<file path="config.mk">
export PLATFORM = sky130hd
export DESIGN_NAME = nibble_frame_collector
export DESIGN_NICKNAME = d
export VERILOG_FILES = /design/src/rtl/nibble_frame_collector_pkg.sv /design/src/rtl/nibble_frame_collector_gap_timer.sv /design/src/rtl/nibble_frame_collector.sv
export SDC_FILE = /design/constraint.sdc
export NUM_CORES = 1
export LEC_CHECK = 0
export BUFFER_PORTS_ARGS = -buffer_cell sky130_fd_sc_hd__buf_4
export CORE_MARGIN = 2
export CORE_UTILIZATION = 50
export CTS_CLUSTER_DIAMETER = 60
export DETAILED_ROUTE_END_ITERATION = 10
export PLACE_DENSITY = 0.77
export SLEW_MARGIN = 20
export SYNTH_ARGS = -nofsm -noshare
export SYNTH_HDL_FRONTEND = slang
export SYNTH_HIERARCHICAL = 1
export SYNTH_SLANG_ARGS = --single-unit
</file>
<file path="constraint.sdc">
create_clock -name clk -period 1.6 [get_ports clk]
set_input_delay 0.08 -clock clk [delete_from_list [all_inputs] [get_ports clk]]
set_output_delay 0.08 -clock clk [all_outputs]
set_load 0.005 [all_outputs]
</file>
<file path="src/rtl/nibble_frame_collector_pkg.sv">
`timescale 1ns/100ps
`default_nettype none
// +--------------------------------------------------------------------------+
// | nibble_frame_pkg : shared sizes and state encoding for the collector      |
// | Rev 1.0                                                                  |
// +--------------------------------------------------------------------------+
package nibble_frame_pkg;

    localparam int NUM_WORDS = 8;
    localparam int WORD_W    = 4;
    localparam int FRAME_W   = NUM_WORDS * WORD_W;
    localparam int IDX_W     = $clog2(NUM_WORDS);

    localparam logic [IDX_W-1:0] LAST_IDX = IDX_W'(NUM_WORDS - 1);

    typedef enum logic [0:0] {
        FILL = 1'b0,
        HOLD = 1'b1
    } state_t;

endpackage : nibble_frame_pkg
`default_nettype wire

</file>
<file path="src/rtl/nibble_frame_collector_gap_timer.sv">
`timescale 1ns/100ps
`default_nettype none
// +--------------------------------------------------------------------------+
// | nfc_gap_timer : idle-gap counter, built only with FRAME_TIMEOUT_EN        |
// | Rev 1.0                                                                  |
// +--------------------------------------------------------------------------+
`ifdef FRAME_TIMEOUT_EN
module nfc_gap_timer #(
    parameter int unsigned TIMEOUT_CYC = 16
) (
    input  logic clk,
    input  logic rst_n,
    input  logic clear,
    input  logic tick,
    output logic expired
);

    localparam int CNT_W = $clog2(TIMEOUT_CYC + 1);

    logic [CNT_W-1:0] r_count;

    // Fires on the tick that would bring the count up to TIMEOUT_CYC.
    assign expired = tick && (r_count == CNT_W'(TIMEOUT_CYC - 1));

    always_ff @(posedge clk or negedge rst_n) begin
        if (!rst_n) begin
            r_count <= '0;
        end else if (clear || expired) begin
            r_count <= '0;
        end else if (tick) begin
            r_count <= r_count + 1'b1;
        end
    end

endmodule : nfc_gap_timer
`endif
`default_nettype wire

</file>
<file path="src/rtl/nibble_frame_collector.sv">
`timescale 1ns/100ps
`default_nettype none
// +--------------------------------------------------------------------------+
// | nibble_frame_collector : packs 8 nibbles into a held 32-bit frame        |
// | Optional partial-frame timeout: FRAME_TIMEOUT_EN                          |
// | Rev 1.0                                                                  |
// +--------------------------------------------------------------------------+
module nibble_frame_collector
    import nibble_frame_pkg::*;
#(
    parameter int unsigned TIMEOUT_CYC = 16
) (
    input  logic               clk,
    input  logic               rst_n,
    input  logic               flush,
    input  logic [WORD_W-1:0]  in_data,
    input  logic               in_valid,
    output logic               in_ready,
    output logic [FRAME_W-1:0] frame_data,
    output logic               frame_valid,
    input  logic               frame_ack,
    output logic               timeout_err
);

    state_t                            r_state;
    logic [IDX_W-1:0]                  r_idx;
    logic [NUM_WORDS-1:0][WORD_W-1:0]  r_frame;
    logic                              r_frame_valid;
    logic                              r_timeout_err;
    logic                              w_accept;
    logic                              w_expired;

    assign in_ready    = (r_state == FILL) && rst_n;
    assign w_accept    = in_valid && in_ready;
    assign frame_data  = r_frame;
    assign frame_valid = r_frame_valid;
    assign timeout_err = r_timeout_err;

`ifdef FRAME_TIMEOUT_EN
    logic w_tick;
    logic w_clear;

    assign w_tick  = (r_state == FILL) && (r_idx != '0) && !w_accept && !flush;
    assign w_clear = w_accept || (r_idx == '0) || flush;

    nfc_gap_timer #(
        .TIMEOUT_CYC (TIMEOUT_CYC)
    ) u_gap_timer (
        .clk     (clk),
        .rst_n   (rst_n),
        .clear   (w_clear),
        .tick    (w_tick),
        .expired (w_expired)
    );
`else
    assign w_expired = 1'b0;
`endif

    always_ff @(posedge clk or negedge rst_n) begin
        if (!rst_n) begin
            r_state       <= FILL;
            r_idx         <= '0;
            r_frame       <= '0;
            r_frame_valid <= 1'b0;
            r_timeout_err <= 1'b0;
        end else begin
            r_timeout_err <= 1'b0;
            // Flush overrides everything, including a word offered this cycle.
            if (flush) begin
                r_state       <= FILL;
                r_idx         <= '0;
                r_frame_valid <= 1'b0;
            end else begin
                case (r_state)
                    FILL: begin
                        if (w_accept) begin
                            r_frame[r_idx] <= in_data;
                            if (r_idx == LAST_IDX) begin
                                r_state       <= HOLD;
                                r_frame_valid <= 1'b1;
                                r_idx         <= '0;
                            end else begin
                                r_idx <= r_idx + 1'b1;
                            end
                        end else if (w_expired) begin
                            r_idx         <= '0;
                            r_timeout_err <= 1'b1;
                        end
                    end
                    HOLD: begin
                        if (frame_ack) begin
                            r_state       <= FILL;
                            r_frame_valid <= 1'b0;
                        end
                    end
                    default: r_state <= FILL;
                endcase
            end
        end
    end

endmodule : nibble_frame_collector
`default_nettype wire

</file>
==> impl_metrics.py <==
metrics = {
    "status": {
        "status": "complete, no violations",
    },
    "detailed_routing": {
        "drc": 0,
        "first_pass_iters": 3,
        "vias": 1015,
        "wl_per_cell_um": 15.2,
        "detail_route.wirelength_um": 3000,
        "antenna_left": 0,
        "vias_per_cell": 5.13,
        "drt-initial-drc-count": 7,
    },
    "synth": {
        "synth_top_family_by_area": "multiplexers",
        "yosys-top-cells-area": "dfrtp_1 (58%), mux2_1 (22%), nand4b_4 (4.4%)",
        "ys_ff_latch": 37,
        "async_flop_share": 1.00,
        "yosysWarnings": 6,
        "synth-simple-area-share": 0.141,
        "synth_ff_type": "dfrtp_1",
        "yosys.area.top_type": "dfrtp_1",
        "synth_edf_count": 0,
        "syn-mean-instance-area_um2": 15.9,
        "synth_xor_area_frac": 0,
        "synth_top_area_share": 0.577,
        "netlist_area_mm2": 0.00160,
        "synth_adder_area_share": 0.0156,
        "synth_nets": 112,
        "ys_seq_area_frac": 0.577,
        "synth-compound-area-share": 0.00624,
        "synth_cell_types": 21,
        "netlist_instances": 101,
        "synth.area.mux_share": 0.243,
    },
    "critical_path": {
        "timing_worst_setup_path_type": "reg2reg",
        "worstPathArrival_ns": 1.75,
        "regToRegSetupSlack_ns": 0.07,
        "worstSetupStartpointType": "register",
        "worst_r2r_path_depth": 4,
        "end_kind": "register",
        "cp_cell_sequence": "and3b_2 > buf_12 > nand4_4 > mux2_1",
        "critPathMaxFanout": 5,
        "required_ns": 1.82,
        "slowest_stage": "dfrtp_1",
        "cp_slowest_stage_delay_ns": 0.42,
    },
    "sta": {
        "setup_slack_ns": 0.0722,
        "finalClockSkew_ns": 0.00970,
        "tns_ns": 0,
        "hold_viol": 0,
        "fmax_mhz": 655,
        "rsz0062_at_grt": "no",
        "setup_viol": 0,
        "finalMaxSlewViolations": 0,
        "period_share": 0.955,
        "min_period_ns": 1.53,
    },
    "grt": {
        "antenna_found_initial": 0,
        "first_global_vias": 1051,
        "grt_pass1_wl_um": 4990,
        "grt_max_degree": 39,
        "overflow": 0,
        "track_usage": 0.192,
    },
    "clock_network": {
        "clkTransAtPathRegs_ns": 0.10,
        "postCtsSetupBuffers": 0,
        "clock_latency_ns": 0.33,
        "cts_root_buf": "clkbuf_4",
        "cts_sinks": 37,
        "clockBufferDepth": 2,
        "h-tree-depth": 2,
        "numCtsBuffers": 5,
        "cts_tree": "built",
    },
    "pwr": {
        "comb_power_share": 0.134,
        "p_leak_uw": 0.00118,
        "p_int_uw": 1530,
        "p_per_area_mw_per_mm2": 936,
        "clkPwrFrac": 0.333,
        "seq_power_share": 0.532,
        "vdd_drop_max_mv": 0.748,
        "switching_share": 0.220,
        "switchingPower_uw": 431,
    },
    "final_layout": {
        "diodes": 0,
        "final_nets": 164,
        "area_growth_pct": 30.7,
        "final_layout_size_suffix_gt1_frac": 0.409,
    },
    "job": {
        "drv_cap": 0,
    },
    "floorplanning": {
        "fp-row-count": 20,
        "fp.dieH_um": 60.6,
        "core_mm2": 0.00305,
        "io_pins": 44,
        "start_util": 0.525,
        "fp.dieArea_mm2": 0.00368,
        "die_x_um": 60.6,
    },
    "place": {
        "hpwl_um": 2280,
        "pre_cts_ws_ns": 0.0722,
        "port_buffers": 42,
        "gp_congestion": 0.753,
    },
    "min_path": {
        "hold_depth": 3,
        "hold_class": "in2reg",
    },
}
-- logic make-up after synthesis --
kind of cell               Yosys count
other                                1
muxes                               35
AOI/OAI and AO/OA                    2
DFF                                 37
and+or+nand+nor                     22
buffers and inverters                2
adders and majority gates            2
-- Yosys cell counts, types with 2 or more instances --
| cell | instances |
|---|---|
| nand2_1 | 2 |
| nand4b_4 | 3 |
| nor2_1 | 5 |
| a21oi_1 | 2 |
| mux2i_1 | 3 |
| nor2b_1 | 2 |
| mux2_1 | 32 |
| ha_1 | 2 |
| dfrtp_1 | 37 |
| nand3_2 | 2 |
-- power groups by stage --
stage | Combinational [uW] | Sequential [uW] | Clock, uW
after global placement | 255 | 1060 | 0
after floorplan | 85.6 | 1070 | 0
after global routing | 293 | 1050 | 715
final | 263 | 1040 | 654
after CTS | 269 | 1050 | 676
after detailed placement | 264 | 1070 | 0
-- state kept, by name (all words and copies together) (netlist names) --
register and flops:
frame_data 32, r_idx 3, frame_valid 1, r_state 1
-- worst paths after layout --
path                                     start             end
worst max-delay path                   r_state  frame_data[25]
worst min-delay path                 frame_ack         r_state
worst max register to register         r_state  frame_data[25]
worst min register to register  frame_data[31]  frame_data[31]
max in group asynchronous                rst_n  frame_data[27]
min in group asynchronous                rst_n        r_idx[1]
-- stage by stage --
step / total power, uW / hold slack [ns] / cells / util / instance area (um^2)
floorplan: 1150 / -0.216 / 101 / - / 1600
global placement: 1320 / 0.155 / 188 / 0.651 / 1990
detailed placement: 1330 / 0.165 / 188 / 0.651 / 1990
CTS: 1990 / 0.00504 / 198 / 0.685 / 2090
global route: 2060 / 0.00629 / 198 / 0.686 / 2100
finish: 1960 / 0.0139 / 198 / 0.686 / 2100
-- critical path, delay by kind of cell (launching register included) --
kind,cells,cell delay (ns)
buffers and inverters,1,0.15
DFF,1,0.42
muxes,1,0.35
and+or+nand+nor,2,0.49
-- placed cells by master, fill, tap and decap left out, types with 3 or more instances in the layout --
cell type,n
buf_4,43
dfrtp_1,37
nor2_1,5
mux2_1,32
mux2i_1,3
nand4b_4,3
clkbuf_4,5
-- final cells by class --
type | instances | area [um^2]
fill | 244 | 957
sequential | 37 | 926
multi-input combinational | 62 | 656
timing repair buffer | 47 | 374
clock buffer | 7 | 55.1
tap | 44 | 55.1
clock inverter | 1 | 30.0
-- metal layers --
metal  part of all wire  up-vias  wire length [um]  track usage
li1                   -      467                 -            -
met1               0.39      508              1180        0.225
met2               0.54       32              1610        0.329
met3              0.048        8               145       0.0469
met4              0.020        0                61       0.0932
met5                  0        -                 0            0
-- timing repair --
item                                    in CTS  in global routing
hold endpoints to repair                    42                  0
resized for setup                            0                  1
hold buffers                                 2                  0
endpoints found under the setup margin       0                  1
Power figures use the tool's default switching activity.
